[config.mk]
export PLATFORM = sky130hd
export DESIGN_NAME = uart_prog_loader
export DESIGN_NICKNAME = d
export VERILOG_FILES = /design/src/rtl/uart_prog_loader.sv
export SDC_FILE = /design/constraint.sdc
export NUM_CORES = 1
export LEC_CHECK = 0
export ABC_AREA = 0
export CAP_MARGIN = 25
export CORE_ASPECT_RATIO = 1.25
export CORE_UTILIZATION = 38
export DETAILED_ROUTE_END_ITERATION = 7
export HOLD_SLACK_MARGIN = 0.15
export PLACE_DENSITY = 0.59
export SYNTH_ARGS = -nofsm -noshare
export SYNTH_HDL_FRONTEND = slang
export SYNTH_SLANG_ARGS = --single-unit
[constraint.sdc]
create_clock -name wb_clk_i -period 1.9 [get_ports wb_clk_i]
set_input_delay 0.475 -clock wb_clk_i [delete_from_list [all_inputs] [get_ports wb_clk_i]]
set_output_delay 0.475 -clock wb_clk_i [all_outputs]
set_load 0.05 [all_outputs]
[src/rtl/uart_prog_loader.sv]
// UART 8N1 program loader: receives bytes, packs them little-endian into 32-bit words
// and writes each word to instruction memory until the stop word or memory end.
module uart_prog_loader #(
  parameter int unsigned CLKS_PER_BIT = 347,
  parameter int unsigned ADDR_WIDTH   = 8,
  parameter logic [31:0] STOP_WORD    = 32'h0000_0FFF
) (
  input  logic                  wb_clk_i,
  input  logic                  wb_rst_i,
  input  logic                  rx_i,
  output logic                  imem_we_o,
  output logic [ADDR_WIDTH-1:0] imem_addr_o,
  output logic [31:0]           imem_wdata_o,
  output logic                  prog_done_o,
  output logic                  frame_err_o,
  output logic                  busy_o
);

  localparam int unsigned CntW = (CLKS_PER_BIT > 2) ? $clog2(CLKS_PER_BIT) : 1;
  localparam logic [CntW-1:0] BitLast  = CntW'(CLKS_PER_BIT - 1);
  localparam logic [CntW-1:0] HalfLast = CntW'(CLKS_PER_BIT / 2 - 1);
  localparam logic [ADDR_WIDTH-1:0] AddrLast = '1;

  typedef enum logic [1:0] {StIdle, StStart, StData, StStop} state_e;

  logic                  rx_meta_q, rx_s_q;
  state_e                state_q, state_d;
  logic [CntW-1:0]       baud_q, baud_d;
  logic [2:0]            bit_cnt_q, bit_cnt_d;
  logic [7:0]            shift_q, shift_d;
  logic [1:0]            byte_cnt_q, byte_cnt_d;
  logic [23:0]           word_q, word_d;
  logic [ADDR_WIDTH-1:0] addr_q, addr_d;
  logic                  we_q, we_d;
  logic [ADDR_WIDTH-1:0] waddr_q, waddr_d;
  logic [31:0]           wdata_q, wdata_d;
  logic                  done_q, done_d;
  logic                  ferr_q, ferr_d;
  logic                  byte_valid;
  logic [31:0]           full_word;

  always_comb begin
    state_d    = state_q;
    baud_d     = baud_q;
    bit_cnt_d  = bit_cnt_q;
    shift_d    = shift_q;
    byte_cnt_d = byte_cnt_q;
    word_d     = word_q;
    addr_d     = addr_q;
    we_d       = 1'b0;
    waddr_d    = waddr_q;
    wdata_d    = wdata_q;
    done_d     = done_q;
    ferr_d     = ferr_q;
    byte_valid = 1'b0;
    full_word  = {shift_q, word_q};

    unique case (state_q)
      StIdle: begin
        if (!rx_s_q) begin
          state_d = StStart;
          baud_d  = '0;
        end
      end
      StStart: begin
        if (baud_q == HalfLast) begin
          baud_d    = '0;
          bit_cnt_d = '0;
          // A high level at mid start bit means the falling edge was a glitch
          state_d   = rx_s_q ? StIdle : StData;
        end else begin
          baud_d = baud_q + CntW'(1);
        end
      end
      StData: begin
        if (baud_q == BitLast) begin
          baud_d    = '0;
          shift_d   = {rx_s_q, shift_q[7:1]};
          bit_cnt_d = bit_cnt_q + 3'd1;
          if (bit_cnt_q == 3'd7) begin
            state_d = StStop;
          end
        end else begin
          baud_d = baud_q + CntW'(1);
        end
      end
      StStop: begin
        if (baud_q == BitLast) begin
          baud_d  = '0;
          state_d = StIdle;
          if (rx_s_q) begin
            byte_valid = 1'b1;
          end else begin
            ferr_d = 1'b1;
          end
        end else begin
          baud_d = baud_q + CntW'(1);
        end
      end
      default: state_d = StIdle;
    endcase

    if (byte_valid) begin
      if (byte_cnt_q != 2'd3) begin
        word_d[{byte_cnt_q, 3'b000} +: 8] = shift_q;
        byte_cnt_d = byte_cnt_q + 2'd1;
      end else begin
        byte_cnt_d = '0;
        // Once done, completed words are dropped until reset
        if (!done_q) begin
          if (full_word == STOP_WORD) begin
            done_d = 1'b1;
          end else begin
            we_d    = 1'b1;
            waddr_d = addr_q;
            wdata_d = full_word;
            if (addr_q == AddrLast) begin
              done_d = 1'b1;
            end else begin
              addr_d = addr_q + 1'b1;
            end
          end
        end
      end
    end
  end

  always_ff @(posedge wb_clk_i) begin
    if (wb_rst_i) begin
      // Synchroniser resets to the idle line level so no false start follows reset
      rx_meta_q  <= 1'b1;
      rx_s_q     <= 1'b1;
      state_q    <= StIdle;
      baud_q     <= '0;
      bit_cnt_q  <= '0;
      shift_q    <= '0;
      byte_cnt_q <= '0;
      word_q     <= '0;
      addr_q     <= '0;
      we_q       <= 1'b0;
      waddr_q    <= '0;
      wdata_q    <= '0;
      done_q     <= 1'b0;
      ferr_q     <= 1'b0;
    end else begin
      rx_meta_q  <= rx_i;
      rx_s_q     <= rx_meta_q;
      state_q    <= state_d;
      baud_q     <= baud_d;
      bit_cnt_q  <= bit_cnt_d;
      shift_q    <= shift_d;
      byte_cnt_q <= byte_cnt_d;
      word_q     <= word_d;
      addr_q     <= addr_d;
      we_q       <= we_d;
      waddr_q    <= waddr_d;
      wdata_q    <= wdata_d;
      done_q     <= done_d;
      ferr_q     <= ferr_d;
    end
  end

  assign imem_we_o    = we_q;
  assign imem_addr_o  = waddr_q;
  assign imem_wdata_o = wdata_q;
  assign prog_done_o  = done_q;
  assign frame_err_o  = ferr_q;
  assign busy_o       = (state_q != StIdle);

endmodule

# == Word-level counts from Yosys, hierarchy flattened ==
# Index checks and enable logic that the tools add are counted.
# totals
elab_cells,77
in_bits,3
reg_bits,101
# op_classes
muxes,23
add_sub_neg,5
n_bitwise,6
n_reduce_logical,13
n_eq_ne,14
shifts,2
# op_table
op,n
"32-bit by 12-bit equality test with 1-bit output, second input constant",1
9-bit 2-to-1 mux,3
9-bit one-hot mux with 3 select lines,1
24-bit bitwise mux,1
"8-bit by 7-bit variable shift with 24-bit output, first input constant",1
8-bit by 7-bit indexed part select with 24-bit output,1
2-bit 2-to-1 mux,7
"2-bit != test, second input constant",6
5-bit AND reduction,2
"9-bit by 1-bit adder with 9-bit output, second input constant",1
"9-bit by 8-bit equality test with 1-bit output, second input constant",1
"9-bit equality test, second input constant",1
"8-bit by 1-bit adder with 8-bit output, second input constant",1
"8-bit equality test, second input constant",1
2-bit one-hot mux with 4 select lines,1
1-bit 2-to-1 mux,7
5-bit negation with 7-bit output,1
3-bit 2-to-1 mux,2
1-bit inverter,6
3-bit one-hot mux with 2 select lines,1
2-bit AND reduction,3
3-bit AND reduction,2
"2-bit equality test, second input constant",2
4-bit AND reduction,1
8 further kinds,9

# == Depth between registers and ports, before layout ==
# depth
word_depth,5
mapped_depth,9
mapped_depth_nobuf,7

# == Worst setup path before layout ==
# No wires, ideal clock.
# synth_path
kind,flip-flop to flip-flop
from,reg baud_q[0]
to,reg addr_q[3]
n_path_buf,0
arrival_time_ps,2015
stages_incl_launch_ff,8
required_time_ps,1830
setup_time_ps,70
period_less_slack_ps,2085
path_slack_ps,-185
cell_sequence,dfxtp_1 -> inv_1 -> ha_1 -> nand4b_1 -> or4_1 -> o21bai_4 -> or4_1 -> a21oi_1
# synth_between
elab_chain_cells,4
# synth_rtl
element,line,source
from (decl),28,"logic [CntW-1:0] baud_q, baud_d;"
from (signal assigned),149,baud_q <= baud_d;
9-bit equality test,88,if (baud_q == BitLast) begin
1-bit 2-to-1 mux,88,
1-bit 2-to-1 mux,58,unique case (state_q)
5-bit AND reduction (no source line),-,
to (signal assigned),154,addr_q <= addr_d;
to (decl),33,"logic [ADDR_WIDTH-1:0] addr_q, addr_d;"
# Every way passes these cells.
# A chain may end at the register's enable or synchronous reset.

# == Worst setup path in the final report ==
# layout_path
from,reg byte_cnt_q[0]
to,reg addr_q[7]
# layout_between
elab_chain_cells,3
# layout_rtl
element,line,source
from (decl),31,"logic [1:0] byte_cnt_q, byte_cnt_d;"
from (signal assigned),152,byte_cnt_q <= byte_cnt_d;
2-bit != test,104,if (byte_cnt_q != 2'd3) begin
1-bit inverter (no source line),-,
5-bit AND reduction (no source line),-,
# Every way passes these cells.

==> results.json <==
{
  "grt_max_degree": 49,
  "initial_utilization_pct": 39.3,
  "nNetsFinal": 610,
  "asyncSetResetFlopFracSynth_pct": 0,
  "fin_setup_tns_ns": -0.160,
  "timing.critical_path.from_type": "flop",
  "floorplan.rows": 42,
  "setup_slack_ns": -0.0536,
  "cts_hold_repair.buffers": 0,
  "cts-root-buf": "sky130_fd_sc_hd__clkbuf_16",
  "tightestPinTransition_ns": 0.510,
  "crit_path_max_fanout": 8,
  "clock_sinks": 101,
  "finClkSkew_ns": 0.0115,
  "yosys-top-cells-area": "sky130_fd_sc_hd__dfxtp_1 48%, sky130_fd_sc_hd__nand2_1 11%, sky130_fd_sc_hd__a21oi_1 9.3%",
  "criticalPathCategory": "flop to flop",
  "drv_slew": 0,
  "critical_path.max_stage_delay_ns": 0.51,
  "clk_pin_slew_worst_paths_ns": 0.06,
  "cts_tree": "built",
  "synth_largest_type_area_fraction_pct": 48.2,
  "grt_setup_unrepaired": "true",
  "cts_buffer_depth": 2,
  "part_of_the_yosys_area_used_for_sequential_elements_pct": 48.2,
  "ordered_cell_list_for_the_critical_path": "ha_2 -> nand4_1 -> or4_4 -> o21bai_4 -> or4_1 -> a21oi_1",
  "yosysWarnings": 0,
  "failing_checks": "negative setup slack",
  "area.growth.synth_to_final_pct": 31.0,
  "worstPathBufferInverterCount": 0,
  "drt_pre_antenna_iters": 4,
  "synth_edf_count": 0,
  "ios": 47,
  "worst_min_delay_path_class": "flop to flop",
  "setup_viol_count_final": 4,
  "first_pass_grt_wire_length_um": 16600,
  "peak_ir_drop_on_the_vdd_network_mv": 0.559,
  "layout.core_utilization_pct": 51.5,
  "cts_inserted_buffers": 9,
  "cap_violations": 0,
  "total_routing_usage_reported_by_global_routing_pct": 18.4,
  "number_of_unique_standard_cell_types_used_by_synthesis": 39,
  "sequential_cell_area_um2": 2030,
  "fill_cells": 1030,
  "yosys_register_bits": 101,
  "diodes": 0,
  "clkLatencyLatePin_ns": 0.35,
  "final.period_utilization_pct": 103,
  "netlist_area_um2": 4190,
  "die_h_um": 119,
  "post-route-min-period_ns": 1.95,
  "cts_htree_levels": 3,
  "mean_routed_wirelength_per_cell_um": 13.8,
  "global_route.overflow_total": 0,
  "postRouteWirelength_um": 10100,
  "gp_congestion": 0.842,
  "yosys-top-cells-count": "118 x sky130_fd_sc_hd__nand2_1, 101 x sky130_fd_sc_hd__dfxtp_1, 78 x sky130_fd_sc_hd__a21oi_1",
  "grt_pass1_vias": 3591,
  "timing.critical_path.slowest_stage_cell": "sky130_fd_sc_hd__or4_4",
  "final_antenna_net_count": 0,
  "synth_flop_cell": "sky130_fd_sc_hd__dfxtp_1",
  "number_of_vias_per_cell_after_detailed_routing": 5.20,
  "power_per_cell_area_nw_per_um2": 736,
  "worst-endpoint-required_ns": 2.18,
  "synth.most_common_cell": "sky130_fd_sc_hd__nand2_1",
  "count_of_input_and_output_buffers": 46,
  "endpoint_kind": "flop",
  "multi_input_comb_area_um2": 2100,
  "syn_inst_count": 508,
  "synth_nets": 522,
  "antenna_found_initial": 0,
  "dp_hpwl_um": 7010,
  "outcome": "finished with violations",
  "p_leak_nw": 1.99,
  "die_area_um2": 11500,
  "count_of_routing_violations_after_the_opening_detailed_route_iteration": 110,
  "postSynthAreaPerCell_um2": 8.25,
  "synthDominantAreaCellType": "sky130_fd_sc_hd__dfxtp_1",
  "final_count_of_hold_timing_violations": 0,
  "die_w_um": 95.9,
  "worst_hold_slack_ns": 0.415,
  "fmaxAchievable_mhz": 512,
  "drive_above_1_share_pct": 26.1,
  "critPathTopFamily": "simple AND/OR/NAND/NOR gates",
  "post-route-drc-count": 0,
  "cp.arrival_ns": 2.23,
  "placeableCoreArea_um2": 10700,
  "vias": 3814,
  "slew-limit-headroom_pct": 66.0
}
cell type report:
class                      count  area share, %
multi-input combinational    360           38.2
sequential                   101           36.9
timing repair buffer         110           15.7
clock buffer                  10           4.17
tap                          132           3.01
clock inverter                 6           1.12
inverter                      14          0.957
layout by cell type (no fill, tap or decap), types with 4 or more instances in the layout:
master                      instances
sky130_fd_sc_hd__nand2_1          118
sky130_fd_sc_hd__buf_4            102
sky130_fd_sc_hd__dfxtp_1           96
sky130_fd_sc_hd__a21oi_1           71
sky130_fd_sc_hd__nor2_1            24
sky130_fd_sc_hd__nand4_1           24
sky130_fd_sc_hd__nand3_1           18
sky130_fd_sc_hd__inv_1             13
sky130_fd_sc_hd__a31oi_1            9
sky130_fd_sc_hd__mux2i_1            9
sky130_fd_sc_hd__ha_1               9
sky130_fd_sc_hd__clkbuf_16          9
sky130_fd_sc_hd__a21oi_2            7
sky130_fd_sc_hd__o21ai_0            5
sky130_fd_sc_hd__dfxtp_2            5
sky130_fd_sc_hd__nor4_2             4
sky130_fd_sc_hd__or3_1              4
timing repair:
item,in CTS,in global routing
setup buffers,3,1
gates resized for setup,10,24
pin swaps,4,10
endpoints found under the hold margin,0,0
gates cloned,1,1
endpoints found under the setup margin,44,66
cells by family after synthesis:
logic type	after synthesis	share of synthesized area (%)
AO/OA/AOI/OAI	112	15.0
adder cells (fa/ha/maj)	11	3.28
buffers and inverters	48	4.87
flip-flops	101	48.2
multiplexers	9	2.15
AND/OR/NAND/NOR	227	26.4
metal layers:
metal | track usage, % | up-vias | wire [um]
met3 | 2.81 | 13 | 231
met5 | 0 | - | 0
met1 | 22.4 | 1783 | 4630
met2 | 31.4 | 56 | 5070
met4 | 8.58 | 0 | 177
li1 | - | 1962 | -
power by group:
group,leakage (nW),internal (W),switching (W)
sequential,0.816,0.00212,0.00000268
combinational,1.03,0.0000415,0.0000793
clock,0.143,0.00102,0.000777
state kept, by name, summed over array words and instances, names as in the netlist, named ones only:
signal,cells
baud_q,9
rx_meta_q,1
frame_err_o,1
imem_we_o,1
prog_done_o,1
imem_addr_o,8
state_q,1
shift_q,8
rx_s_q,1
bit_cnt_q,3
word_q,24
imem_wdata_o,32
addr_q,8
byte_cnt_q,2
path summary, 6_finish.rpt:
kind                  from         to  slack, ns  cells past startpoint
min              rx_meta_q     rx_s_q       0.41                      1
max          byte_cnt_q[0]  addr_q[7]      -0.05                      6
min reg2reg      rx_meta_q     rx_s_q       0.41                      1
max reg2reg  byte_cnt_q[0]  addr_q[7]      -0.05                      6
stage by stage:
stage	total power (W)	cells	worst slack (ns)	cell area [um2]
2_1_floorplan	0.00224	508	-0.0170	4220
3_3_place_gp	0.00228	711	-0.0685	5030
3_5_place_dp	0.00228	711	-0.117	5030
4_1_cts	0.00408	731	-0.0462	5390
5_1_grt	0.00416	733	-0.125	5490
6_report	0.00404	733	-0.0536	5490
Power figures use the tool's default switching activity.
